## src/rtl/uart_rx_fifo_pkg.sv

```systemverilog
// Shared UART constants and the receive FIFO entry type.
// The baud generator derives its divider from the same CLK_HZ/BAUD pair.
`timescale 1ns/1ps
package uart_rx_fifo_pkg;

    // Character width carried by the receiver.
    localparam int UART_DATA_W = 8;

    // Default receive FIFO geometry.
    localparam int FIFO_DEPTH = 16;
    localparam int FIFO_AW    = 4;

    // System clock and line rate.
    localparam int CLK_HZ = 50_000_000;
    localparam int BAUD   = 9600;

    // One character on the line is start + 8 data + stop.
    localparam int CHAR_BITS  = 10;
    // Timeout fires after this many character times of silence.
    localparam int TOUT_CHARS = 4;

    // 5208 clocks per bit * 10 bits * 4 characters = 208320 clocks.
    localparam int RX_TOUT_CYC = (CLK_HZ / BAUD) * CHAR_BITS * TOUT_CHARS;
    localparam int RX_TOUT_W   = 18;

    // One stored FIFO entry: framing-error flag above the received byte.
    typedef struct packed {
        logic                   ferr;
        logic [UART_DATA_W-1:0] data;
    } rx_entry_t;

endpackage

```

## src/rtl/uart_rx_fifo_mem_dp.sv

```systemverilog
// DEPTH x 9 register array for the receive FIFO.
// One synchronous write port, one asynchronous read port; storage has no reset.
`timescale 1ns/1ps
module uart_rx_fifo_mem_dp
    import uart_rx_fifo_pkg::*;
#(
    parameter int DEPTH = FIFO_DEPTH,
    parameter int AW    = FIFO_AW
) (
    input  logic          clk,
    input  logic          we,
    input  logic [AW-1:0] waddr,
    input  rx_entry_t     wdata,
    input  logic [AW-1:0] raddr,
    output rx_entry_t     rdata
);

    rx_entry_t mem [DEPTH];

    // Store the incoming entry on the write strobe; contents persist across reset.
    always_ff @(posedge clk) begin
        if (we) begin
            mem[waddr] <= wdata;
        end
    end

    // Show-ahead read: the addressed entry is visible without a clock.
    assign rdata = mem[raddr];

endmodule

```

## src/rtl/uart_rx_fifo.sv

```systemverilog
// Receive-side byte buffer behind the UART receiver.
// Circular FIFO of {ferr, byte} entries with show-ahead head output,
// trigger-level and character-timeout interrupts, and a sticky overrun flag.
`timescale 1ns/1ps
module uart_rx_fifo
    import uart_rx_fifo_pkg::*;
#(
    parameter int DEPTH      = FIFO_DEPTH,
    parameter int AW         = FIFO_AW,
    parameter int TRIG_LEVEL = 8,
    parameter int TOUT_CYC   = RX_TOUT_CYC,
    parameter int TOUT_W     = RX_TOUT_W
) (
    input  logic                   clk,
    input  logic                   reset,
    input  logic                   wr_en,
    input  logic [UART_DATA_W-1:0] wr_data,
    input  logic                   wr_ferr,
    input  logic                   rd_en,
    output logic [UART_DATA_W-1:0] rd_data,
    output logic                   rd_ferr,
    input  logic                   fifo_clr,
    input  logic                   ovr_clr,
    output logic                   empty,
    output logic                   full,
    output logic [AW:0]            count,
    output logic                   overrun,
    output logic                   trig_irq,
    output logic                   tout_irq
);

    localparam logic [AW:0]     CNT_ONE   = (AW+1)'(1);
    localparam logic [AW:0]     CNT_FULL  = (AW+1)'(DEPTH);
    localparam logic [AW:0]     CNT_TRIG  = (AW+1)'(TRIG_LEVEL);
    localparam logic [AW-1:0]   PTR_ONE   = AW'(1);
    localparam logic [TOUT_W-1:0] TOUT_ONE = TOUT_W'(1);
    localparam logic [TOUT_W-1:0] TOUT_MAX = TOUT_W'(TOUT_CYC);
    localparam logic [TOUT_W-1:0] TOUT_PRE = TOUT_W'(TOUT_CYC - 1);

    logic [AW-1:0]     wr_ptr;
    logic [AW-1:0]     rd_ptr;
    logic [AW:0]       cnt;
    logic [TOUT_W-1:0] tout_cnt;
    logic              ovr_q;
    logic              tout_q;

    logic              rd_ok;
    logic              wr_ok;
    logic              wr_drop;
    logic              activity;
    rx_entry_t         wr_entry;
    rx_entry_t         head;

    // Flags come straight from the occupancy count.
    assign empty    = (cnt == '0);
    assign full     = (cnt == CNT_FULL);
    assign trig_irq = (cnt >= CNT_TRIG);
    assign count    = cnt;

    // A flush swallows any read or write presented in the same cycle.
    // A read of an empty FIFO is ignored; a read of a full FIFO frees the
    // slot that a simultaneous write then takes.
    assign rd_ok    = rd_en & ~empty & ~fifo_clr;
    assign wr_ok    = wr_en & (~full | rd_ok) & ~fifo_clr;
    assign wr_drop  = wr_en & ~wr_ok & ~fifo_clr;
    assign activity = rd_ok | wr_ok | fifo_clr;

    assign wr_entry.ferr = wr_ferr;
    assign wr_entry.data = wr_data;

    uart_rx_fifo_mem_dp #(
        .DEPTH (DEPTH),
        .AW    (AW)
    ) u_mem (
        .clk   (clk),
        .we    (wr_ok),
        .waddr (wr_ptr),
        .wdata (wr_entry),
        .raddr (rd_ptr),
        .rdata (head)
    );

    // Head entry is forced to zero while empty so stale storage never leaks out.
    assign rd_data = empty ? '0   : head.data;
    assign rd_ferr = empty ? 1'b0 : head.ferr;

    // Pointer and occupancy bookkeeping; pointers wrap naturally at DEPTH.
    always_ff @(posedge clk or negedge reset) begin
        if (!reset) begin
            wr_ptr <= '0;
            rd_ptr <= '0;
            cnt    <= '0;
        end else if (fifo_clr) begin
            wr_ptr <= '0;
            rd_ptr <= '0;
            cnt    <= '0;
        end else begin
            if (wr_ok) begin
                wr_ptr <= wr_ptr + PTR_ONE;
            end
            if (rd_ok) begin
                rd_ptr <= rd_ptr + PTR_ONE;
            end
            case ({wr_ok, rd_ok})
                2'b10:   cnt <= cnt + CNT_ONE;
                2'b01:   cnt <= cnt - CNT_ONE;
                default: cnt <= cnt;
            endcase
        end
    end

    // Sticky overrun: a dropped byte outranks a clear request in the same cycle.
    always_ff @(posedge clk or negedge reset) begin
        if (!reset) begin
            ovr_q <= 1'b0;
        end else if (wr_drop) begin
            ovr_q <= 1'b1;
        end else if (ovr_clr) begin
            ovr_q <= 1'b0;
        end
    end

    assign overrun = ovr_q;

    // Character timeout: count idle cycles while data waits, saturate at the limit,
    // and raise the interrupt on the same edge the counter reaches it.
    always_ff @(posedge clk or negedge reset) begin
        if (!reset) begin
            tout_cnt <= '0;
            tout_q   <= 1'b0;
        end else if (activity || empty) begin
            tout_cnt <= '0;
            tout_q   <= 1'b0;
        end else if (tout_cnt != TOUT_MAX) begin
            tout_cnt <= tout_cnt + TOUT_ONE;
            if (tout_cnt == TOUT_PRE) begin
                tout_q <= 1'b1;
            end
        end
    end

    assign tout_irq = tout_q;

endmodule

```

## config.mk

```make
export PLATFORM = sky130hd
export DESIGN_NAME = uart_rx_fifo
export DESIGN_NICKNAME = d
export VERILOG_FILES = /design/src/rtl/uart_rx_fifo_pkg.sv /design/src/rtl/uart_rx_fifo_mem_dp.sv /design/src/rtl/uart_rx_fifo.sv
export SDC_FILE = /design/constraint.sdc
export NUM_CORES = 1
export LEC_CHECK = 0
export CAP_MARGIN = 25
export CELL_PAD_IN_SITES_DETAIL_PLACEMENT = 2
export CELL_PAD_IN_SITES_GLOBAL_PLACEMENT = 2
export CORE_MARGIN = 1.5
export CORE_UTILIZATION = 41
export CTS_CLUSTER_SIZE = 8
export DETAILED_ROUTE_END_ITERATION = 16
export GPL_TIMING_DRIVEN = 0
export PLACE_DENSITY_LB_ADDON = 0.1
export SYNTH_ARGS = -nofsm -noshare
export SYNTH_HDL_FRONTEND = slang
export SYNTH_SLANG_ARGS = --single-unit
```

## constraint.sdc

```tcl
create_clock -name clk -period 2.4 [get_ports clk]
set_input_delay 0.6 -clock clk [delete_from_list [all_inputs] [get_ports clk]]
set_output_delay 0.6 -clock clk [all_outputs]
set_load 0.01 [all_outputs]
```

==> results.ini, run 1 <==
[timing]
hold_slack_ns = 0.2394
tns_ns = -4.399
max_freq_mhz = 345.9
rsz0062_at_grt = true
finalWorstSetupSlack_ns = -0.4906
tightest_slew_ns = 0.8250
finClkSkew_ns = 0.01808
finalSetupViolCount = 12
hold_viol = 0
fin_crit_sh = 1.204
fin_crit_ns = 2.891
relSlewSlack = 0.4500
maxSlewViolCount = 0

[detailed_routing]
wl_per_cell_um = 31.68
dr.pass1.iters = 10
wl_mm = 25.75
ant_nets = 0
route.detailed.drc = 3
drt-vias-per-instance = 5.913
vias = 4807
drt_iter0_markers = 353

[logic_synthesis]
synth_cell_types = 57
synthCells = 464
async_reset_ff_frac = 0.1864
netlist_area_um2 = 7590
synthesis.nets = 488
yosysWarnings = 0
synth_seq_area_share = 0.6785
synth-seq-cells = 177
yosys_most_used_dff = edfxtp_1
syn_avg_cell_area_um2 = 16.36
synth_edf_count = 144

[clock_network]
cts_root_buffer = clkbuf_16
clkSinkCount = 177
htree_levels = 4
tritoncts = built
clock_path_buffers = 2
cts_made_buffers = 17
cts.clk_slew.worst_paths_ns = 0.07
cts_hold_buf = 0
clkLatencyLatePin_ns = 0.45

[setup_path]
reg2reg_depth = 10
endpoint = rd_data[0]
cp.arrival_ns = 2.29
path_max_fanout = 4
end_kind = output pin
reg2reg_slack_ns = -0.04
required_ns = 1.80
r2r-start = count[2]$_DFFE_PN0P_
worstSetupPathType = reg2out
cp-start-kind = flop
reg2reg_to = count[2]$_DFFE_PN0P_
crit_start = rd_ptr[0]$_DFFE_PN0P_

[grt]
grt_max_degree = 34
grt_pass1_vias = 5151
grt_pass1_wl_mm = 33.98
grt_overflow_total = 0
grt_use_total = 0.2478
grt_antenna_before_repair = 2

[floorplan]
fp.dieH_um = 139.1
rows = 49
io_pins = 34
core_um2 = 18090
dieWidth_um = 139.1
dieArea_um2 = 19340
start_util = 0.4196

[cells_and_area]
fillers = 1547
final_common_cell = edfxtp_1
regArea_um2 = 5155
antenna_cells = 0
syn2layout_area_growth_pct = 33.14
fin_nets = 595
final_cell_mix = edfxtp_1, mux4_2, dfrtp_1
multi_input_comb_area_um2 = 2789
drive_gt1_frac = 0.4007

[placed_design]
place.gp.congestion = 0.7725
port_buffers = 33
dp_hpwl_mm = 14.10
pre_cts_ws_ns = -1.221

[run]
maxCapViolations = 0

[power_and_ir_drop]
power_density_nw_per_um2 = 1044
p_leak_nw = 3.349
p_total_w = 0.01055
peakVddDrop_mv = 0.5837

[status]
violations = DRC, setup timing
status = finished, violations left

[hold_path]
min_path_type = in2async

==> stage by stage <==
stage	std cells	cell area, um2	utilization
3_3_place_gp	726	8220	0.4545
2_1_floorplan	464	7604	-
4_1_cts	788	9592	0.5303
5_1_grt	813	10100	0.5587
6_report	813	10100	0.5587
3_5_place_dp	732	8283	0.4580
==> cells by family (layout without fill, tap and decap cells) <==
logic type,after synthesis,after routing,share of synthesized area
xor gates and xnor gates,16,16,0.01846
DFF,177,177,0.6785
AOI/OAI and AO/OA,47,47,0.04171
and+or+nand+nor,120,122,0.08375
buffers and inverters,34,152,0.02225
adders and majority gates,9,9,0.01484
muxes,61,61,0.1405
==> sequential cells by signal, summed over array words and instances, names as in the netlist <==
name       count
rd_ptr         4
tout_irq       1
overrun        1
count          5
wr_ptr         4
u_mem.mem    144
tout_cnt      18
==> layout make-up <==
cell class,count,area share
flip-flops and latches,177,0.5102
multi-input cells,255,0.2760
repair buffers,90,0.1010
clock buffers,18,0.04247
well taps,229,0.02836
plain buffers,17,0.01944
clock inverters,14,0.01771
inverters,13,0.004829
==> how the worst min path moves through the flow <==
stage	cells past startpoint	endpoint	startpoint
6_report	1	count[0]$_DFFE_PN0P_	reset
5_1_grt	1	count[1]$_DFFE_PN0P_	reset
4_1_cts	1	count[0]$_DFFE_PN0P_	reset
3_5_place_dp	2	tout_irq$_DFFE_PN0P_	tout_irq$_DFFE_PN0P_
3_3_place_gp	2	tout_irq$_DFFE_PN0P_	tout_irq$_DFFE_PN0P_
2_1_floorplan	0	count[0]$_DFFE_PN0P_	reset
==> where the power goes <==
| part | internal [W] | switching, W | leakage (nW) | total, W |
|---|---|---|---|---|
| combinational | 0.00208 | 0.00196 | 1.31 | 0.00404 |
| sequential | 0.00343 | 0.0000916 | 1.75 | 0.00352 |
| clock | 0.00166 | 0.00133 | 0.294 | 0.00299 |
| total | 0.00716 | 0.00339 | 3.35 | 0.0106 |
==> Yosys cell counts, types with 2 or more instances <==
cell / number / area, um2
dfrtp_1: 33 / 825.8
mux4_2: 36 / 810.8
o22ai_1: 9 / 56.30
o21ai_2: 2 / 17.52
buf_6: 2 / 22.52
o31ai_1: 3 / 22.52
inv_1: 13 / 48.80
nand4_1: 5 / 31.28
nor2_2: 2 / 12.51
nor4_1: 6 / 37.54
ha_1: 9 / 112.6
edfxtp_1: 144 / 4324
and3_1: 5 / 31.28
xnor2_1: 10 / 87.58
nor2_1: 41 / 153.9
or3_1: 3 / 18.77
nor2b_1: 6 / 37.54
xor2_1: 6 / 52.55
a21boi_0: 2 / 15.01
nor3_1: 6 / 30.03
buf_1: 2 / 7.510
nand2_1: 18 / 67.56
nand3_1: 11 / 55.05
mux2i_1: 21 / 210.2
or2_2: 2 / 12.51
o21ai_0: 4 / 20.02
o211ai_1: 4 / 30.03
a21oi_1: 11 / 55.05
mux2_2: 4 / 45.04
clkbuf_1: 6 / 22.52
buf_2: 8 / 40.04
or4_1: 5 / 37.54
==> layer usage <==
| layer | GRT usage | share of wire |
|---|---|---|
| met1 | 0.3116 | 0.40 |
| met2 | 0.4395 | 0.53 |
| met3 | 0.04247 | 0.049 |
| met4 | 0.07503 | 0.024 |
| met5 | 0 | 0 |
==> critical path: stages (launching register included) <==
cell and delay [ns]:
dfrtp_2 0.44, buf_4 0.15, clkbuf_16 0.14, buf_4 0.13, mux4_2 0.43, mux2i_1 0.28, o22ai_4 0.14, buf_6 0.14
==> what timing repair did <==
action | 4_1_cts | 5_1_grt
setup buffers | 24 | 23
setup endpoints to repair | 158 | 98
gates cloned | 1 | 5
pin swaps | 26 | 12
resized for setup | 159 | 58
Note: power is estimated with default switching activity, not from simulation.
==> inputs of run 2 (changes only) <==
--- a/config.mk
+++ b/config.mk
@@ -14,6 +14,7 @@
 export DETAILED_ROUTE_END_ITERATION = 16
 export GPL_TIMING_DRIVEN = 0
 export PLACE_DENSITY_LB_ADDON = 0.1
+export REMOVE_ABC_BUFFERS = 1
 export SYNTH_ARGS = -nofsm -noshare
 export SYNTH_HDL_FRONTEND = slang
 export SYNTH_SLANG_ARGS = --single-unit
==> results.ini, run 2 (synthesized netlist as in run 1, its figures left out) <==
[status]
status = finished, violations left
violations = DRC, setup timing

[timing]
maxSlewViolCount = 0  ; unchanged
finClkSkew_ns = 0.01133  ; -0.006748 ns
relSlewSlack = 0.4422  ; -0.007774
max_freq_mhz = 356.0  ; +2.9%
fin_crit_sh = 1.171  ; -0.03390
fin_crit_ns = 2.809  ; -0.08137 ns
finalSetupViolCount = 11  ; -1
tns_ns = -3.812  ; +0.5873 ns
rsz0062_at_grt = true
finalWorstSetupSlack_ns = -0.4092  ; +0.08137 ns
tightest_slew_ns = 0.8367  ; +0.01166 ns
hold_viol = 0  ; unchanged

[setup_path]
cp-start-kind = flop
r2r-start = count[0]$_DFFE_PN0P_
reg2reg_depth = 9  ; -1
path_max_fanout = 5  ; +1
end_kind = output pin
reg2reg_slack_ns = 0.01  ; +0.05 ns
worstSetupPathType = reg2out
reg2reg_to = count[2]$_DFFE_PN0P_
cp.arrival_ns = 2.21  ; -0.08 ns
required_ns = 1.80  ; about the same

[cells_and_area]
stdcell_area_um2 = 9528  ; -5.7%
final_common_cell = edfxtp_1
drive_gt1_frac = 0.3442  ; -0.05648
fillers = 1623  ; +4.9%
fin_nets = 563  ; -5.4%
largest_register_ffs = 144  ; unchanged
regArea_um2 = 5164  ; +0.17%
antenna_cells = 0  ; unchanged
multi_input_comb_area_um2 = 2581  ; -7.4%
syn2layout_area_growth_pct = 25.54
final_cell_mix = edfxtp_1, mux4_2, dfrtp_1
largest_register = u_mem.mem

[detailed_routing]
drt-vias-per-instance = 5.682  ; -3.9%
dr.pass1.iters = 10  ; unchanged
ant_nets = 0  ; unchanged
route.detailed.drc = 3  ; unchanged
drt_iter0_markers = 239  ; -32%
wl_per_cell_um = 26.03  ; -18%
wl_mm = 20.33  ; -21%
vias = 4438  ; -7.7%

[floorplan]
io_pins = 34  ; unchanged
dieArea_um2 = 19340  ; unchanged
rows = 49  ; unchanged
fp.dieH_um = 139.1  ; unchanged
dieWidth_um = 139.1  ; unchanged
core_um2 = 18090  ; unchanged
start_util = 0.4196  ; unchanged

[grt]
grt_overflow_total = 0  ; unchanged
grt_pass1_vias = 4925  ; -4.4%
grt_max_degree = 36  ; +5.9%
grt_pass1_wl_mm = 30.95  ; -8.9%
grt_antenna_before_repair = 0  ; -2
grt_use_total = 0.2218  ; -0.02604

[placed_design]
place.gp.congestion = 0.7836  ; +1.4%
dp_hpwl_mm = 11.65  ; -17%
port_buffers = 33  ; unchanged
pre_cts_ws_ns = -1.601  ; -0.3795 ns
dpl-instance-area_um2 = 8134  ; -1.8%

[power_and_ir_drop]
power_density_nw_per_um2 = 1015  ; -2.8%
peakVddDrop_mv = 0.6326  ; +8.4%
p_total_w = 0.009671  ; -8.3%
p_leak_nw = 3.115  ; -7.0%

[clock_network]
cts_made_buffers = 17  ; unchanged
tritoncts = built
clock_path_buffers = 2  ; unchanged
cts.clk_slew.worst_paths_ns = 0.07  ; about the same
cts_root_buffer = clkbuf_16
cts_hold_buf = 0  ; unchanged
clkLatencyLatePin_ns = 0.43  ; -0.02 ns
htree_levels = 4  ; unchanged
clkSinkCount = 177  ; unchanged

[run]
maxCapViolations = 0  ; unchanged

[hold_path]
min_path_type = in2async

[run 2: timing repair]
action | in CTS | in global routing
endpoints found under the setup margin | 181 | 124
cloned | 3 | 0
gates resized for setup | 129 | 25
pin swaps | 20 | 12
buffers inserted | 30 | 9
[run 2: how the worst max path moves through the flow]
stage	start	endpoint	slack [ns]	cells past startpoint
after detailed placement	fifo_clr	u_mem.mem[11][1]$_DFFE_PP_	-1.60	5
after floorplan	rd_ptr[0]$_DFFE_PN0P_	rd_data[6]	-0.69	3
final	rd_ptr[0]$_DFFE_PN0P_	rd_data[1]	-0.41	7
after global routing	rd_ptr[0]$_DFFE_PN0P_	rd_data[1]	-0.52	7
after CTS	rd_ptr[0]$_DFFE_PN0P_	rd_data[5]	-0.47	6
after global placement	rd_ptr[0]$_DFFE_PN0P_	rd_data[3]	-2.08	4
[run 2: critical path, stage by stage, from the launching register on]
cell     delay [ns]
dfrtp_4        0.53
buf_12         0.16
buf_16         0.14
buf_6          0.12
mux4_2         0.41
mux2i_1        0.18
o22ai_1        0.10
buf_2          0.15
[run 2: layout make-up]
type | count | share of cell area
sequential | 177 | 0.5420
multi-input combinational | 254 | 0.2709
timing repair buffer | 76 | 0.09061
clock buffer | 17 | 0.04465
tap | 229 | 0.03007
clock inverter | 15 | 0.01668
inverter | 13 | 0.005121
[run 2: through the flow]
stage,util,instances,hold WS (ns)
after global placement,0.4471,705,0.4907
after detailed placement,0.4497,707,0.5016
final,0.5268,781,0.2569
after floorplan,-,443,0.3044
after global routing,0.5268,781,0.2882
after CTS,0.5164,772,0.2824
[run 2: routing by layer]
layer | vias to the layer above | GRT usage | routed length, um
li1 | 1973 | - | -
met1 | 2339 | 0.2759 | 8636
met2 | 99 | 0.3829 | 10480
met3 | 27 | 0.04385 | 665
met4 | 0 | 0.08735 | 549
met5 | - | 0 | 0
[run 2: power breakdown]
group          switching (W)  internal [W]
combinational        0.00161       0.00173
clock                0.00124       0.00155
sequential          0.000115       0.00344
total                0.00296       0.00671
==> inputs of run 3 (changes only) <==
--- a/config.mk
+++ b/config.mk
@@ -5,13 +5,15 @@
 export SDC_FILE = /design/constraint.sdc
 export NUM_CORES = 1
 export LEC_CHECK = 0
+export ABC_AREA = 1
 export CAP_MARGIN = 25
-export CELL_PAD_IN_SITES_DETAIL_PLACEMENT = 2
-export CELL_PAD_IN_SITES_GLOBAL_PLACEMENT = 2
+export CELL_PAD_IN_SITES_DETAIL_PLACEMENT = 0
+export CELL_PAD_IN_SITES_GLOBAL_PLACEMENT = 1
 export CORE_MARGIN = 1.5
-export CORE_UTILIZATION = 41
+export CORE_UTILIZATION = 45
 export CTS_CLUSTER_SIZE = 8
 export DETAILED_ROUTE_END_ITERATION = 16
+export DONT_BUFFER_PORTS = 1
 export GPL_TIMING_DRIVEN = 0
 export PLACE_DENSITY_LB_ADDON = 0.1
 export REMOVE_ABC_BUFFERS = 1
==> results.ini, run 3 <==
[status]
status = finished, violations left
violations = setup timing

[logic_synthesis]
yosys_most_used_dff = edfxtp_1
synthCells = 644  ; +39%
async_reset_ff_frac = 0.1864  ; unchanged
synth_common_cells = edfxtp_1, nand2_1, nor2_1
syn_avg_cell_area_um2 = 11.89  ; -27%
netlist.area_leader.share = 0.5648  ; -0.004935
synth_edf_count = 144  ; unchanged
yosysMostFrequentCell = edfxtp_1
synth_seq_area_share = 0.6727  ; -0.005877
synth-seq-cells = 177  ; unchanged
yosysTopAreaCell = edfxtp_1
synth_cell_types = 46  ; -19%
yosysWarnings = 0  ; unchanged
synthTopCellsByArea = edfxtp_1, dfrtp_1, nand2_1
netlist_area_um2 = 7656  ; +0.87%

[setup_path]
cp-start-kind = flop
path_max_fanout = 6  ; +1
critPathMaxStageDelay_ns = 0.46  ; -0.07 ns
reg2reg_slack_ns = 0.12  ; +0.11 ns
reg2reg_depth = 8  ; -1
reg2reg_to = u_mem.mem[6][3]$_DFFE_PP_
slowest_stage = dfrtp_4
r2r-start = count[4]$_DFFE_PN0P_
required_ns = 1.80  ; about the same
end_kind = output pin
cp.arrival_ns = 2.11  ; -0.10 ns
worstPathCellList = buf_8 -> buf_12 -> buf_16 -> a21oi_1 -> a221oi_4 -> nor2_2 -> a211oi_2
worstSetupPathType = reg2out

[timing]
hold_viol = 0  ; unchanged
max_freq_mhz = 369.4  ; +3.8%
rsz0062_at_grt = true
tightest_slew_ns = 0.5020  ; -0.3347 ns
fin_crit_ns = 2.707  ; -0.1024 ns
finalWorstSetupSlack_ns = -0.3069  ; +0.1024 ns
maxSlewViolCount = 0  ; unchanged
finalSetupViolCount = 9  ; -2
hold_slack_ns = 0.2614  ; +0.004485 ns
finClkSkew_ns = 0.008009  ; -0.003320 ns
fin_crit_sh = 1.128  ; -0.04266
relSlewSlack = 0.6644  ; +0.2222

[detailed_routing]
vias = 5090  ; +15%
wl_mm = 19.50  ; -4.1%
route.detailed.drc = 0  ; -3
drt_iter0_markers = 444  ; +86%
wl_per_cell_um = 21.47  ; -18%
drt-vias-per-instance = 5.606  ; -1.4%
top_layer_used = met4
dr.pass1.iters = 5  ; -5
met3_length_um = 968  ; +46%
m1WireLength_mm = 8.393  ; -2.8%
ant_nets = 0  ; unchanged
wl_met2_mm = 9.677  ; -7.6%

[clock_network]
tritoncts = built
clock_path_buffers = 2  ; unchanged
cts_made_buffers = 17  ; unchanged
htree_levels = 4  ; unchanged
cts.clk_slew.worst_paths_ns = 0.07  ; about the same
cts_root_buffer = clkbuf_16
clkSinkCount = 177  ; unchanged
clkLatencyLatePin_ns = 0.43  ; about the same

[cells_and_area]
largest_register_ffs = 144  ; unchanged
final_cell_mix = edfxtp_1, nand2_1, nor2_1
largest_register = u_mem.mem
antenna_cells = 0  ; unchanged
stdcell_area_um2 = 9523  ; about the same
final_common_cell = edfxtp_1
fin_nets = 699  ; +24%
syn2layout_area_growth_pct = 24.38
drive_gt1_frac = 0.2762  ; -0.06804

[hold_path]
min_path_type = in2reg
whs_path_depth = 0
hp-start = wr_ferr
min_to = u_mem.mem[15][8]$_DFFE_PP_

[grt]
grt_use_total = 0.2265  ; +0.004756
grt_pass1_vias = 5057  ; +2.7%
grt_antenna_before_repair = 0  ; unchanged
grt_max_degree = 34  ; -5.6%
grt_overflow_total = 0  ; unchanged
grt_pass1_wl_mm = 29.28  ; -5.4%

[placed_design]
port_buffers = 0  ; -100%
pre_cts_ws_ns = -1.255  ; +0.3463 ns
dpl-instance-area_um2 = 7843  ; -3.6%
dp_hpwl_mm = 10.67  ; -8.4%
place.gp.congestion = 0.8076  ; +3.1%

[floorplan]
dieArea_um2 = 17800  ; -7.9%
io_pins = 34  ; unchanged
core_um2 = 16580  ; -8.3%
start_util = 0.4617  ; +0.04202
fp.dieH_um = 133.4  ; -4.0%
rows = 47  ; -4.1%
dieWidth_um = 133.4  ; -4.0%

[power_and_ir_drop]
peakVddDrop_mv = 0.5721  ; -9.6%
p_leak_nw = 3.367  ; +8.1%
power_density_nw_per_um2 = 1033  ; +1.8%

[run]
maxCapViolations = 0  ; unchanged

==> run 3: changes by cell type after synthesis, sizes merged, moves of 15 or more <==
cell	change
a21oi	+37
inv	+26
mux4	-36
nand2	+103
nand3	+15
nor2	+26
o21ai	+25
==> run 3: worst max path at each step <==
| stage | startpoint | endpoint | slack (ns) | depth (start not counted) |
|---|---|---|---|---|
| global route | rd_ptr[0]$_DFFE_PN0P_ | rd_data[2] | -0.38 | 7 |
| finish | rd_ptr[0]$_DFFE_PN0P_ | rd_data[2] | -0.31 | 7 |
| detailed placement | rd_ptr[1]$_DFFE_PN0P_ | rd_data[3] | -1.25 | 5 |
| global placement | rd_ptr[0]$_DFFE_PN0P_ | rd_data[3] | -2.76 | 5 |
| floorplan | rd_ptr[0]$_DFFE_PN0P_ | rd_data[0] | -1.00 | 5 |
| CTS | rd_ptr[0]$_DFFE_PN0P_ | rd_data[4] | -0.33 | 8 |
==> run 3: final cells by class <==
| class | instances | area, um2 |
|---|---|---|
| fill | 1388 | 7061 |
| clock buffer | 19 | 432.9 |
| multi-input combinational | 400 | 2765 |
| inverter | 41 | 188.9 |
| clock inverter | 13 | 137.6 |
| tap | 220 | 275.3 |
| sequential | 177 | 5161 |
| timing repair inverter | 5 | 40.04 |
| timing repair buffer | 33 | 521.8 |
==> run 3: cells by family after synthesis <==
family | synth area share
AND/OR/NAND/NOR | 0.1446
flip-flops | 0.6727
AO/OA/AOI/OAI | 0.1082
buffers and inverters | 0.03890
multiplexers | 0.01177
adder cells (fa/ha/maj) | 0.01471
XOR/XNOR | 0.009152
==> run 3: per-stage QoR <==
stage	setup TNS, ns	total power (W)	util	instances
final	-2.495	0.009837	0.5742	908
after global routing	-3.451	0.01026	0.5742	908
after CTS	-2.805	0.009545	0.5508	902
after detailed placement	-44.64	0.005646	0.4729	840
after global placement	-57.60	0.005597	0.4704	838
after floorplan	-9.687	0.004977	-	618
==> run 3: timing repair <==
action	4_1_cts	5_1_grt
cloned	12	2
gates resized for setup	85	76
pin swaps	19	31
hold endpoints to repair	33	0
setup endpoints to repair	154	135
buffers inserted	17	6
hold buffers	2	0
==> run 3: power by group <==
group / switching, W / internal [W] / leakage [nW] / total (W)
Clock: 0.00117 / 0.00153 / 0.274 / 0.00270
Sequential: 0.000141 / 0.00342 / 1.75 / 0.00356
Combinational: 0.00208 / 0.00149 / 1.35 / 0.00357
==> run 3: critical path, delay by kind of cell (launching register included) <==
kind                   cells  cell delay, ns
DFF                        1            0.46
and+or+nand+nor            1            0.09
buffers and inverters      3            0.37
AOI/OAI and AO/OA          3            0.75
==> run 3: routing by layer <==
metal	vias up	track usage
met5	-	0
met4	0	0.07850
met3	27	0.04186
met2	137	0.3774
met1	2554	0.2999
li1	2372	-
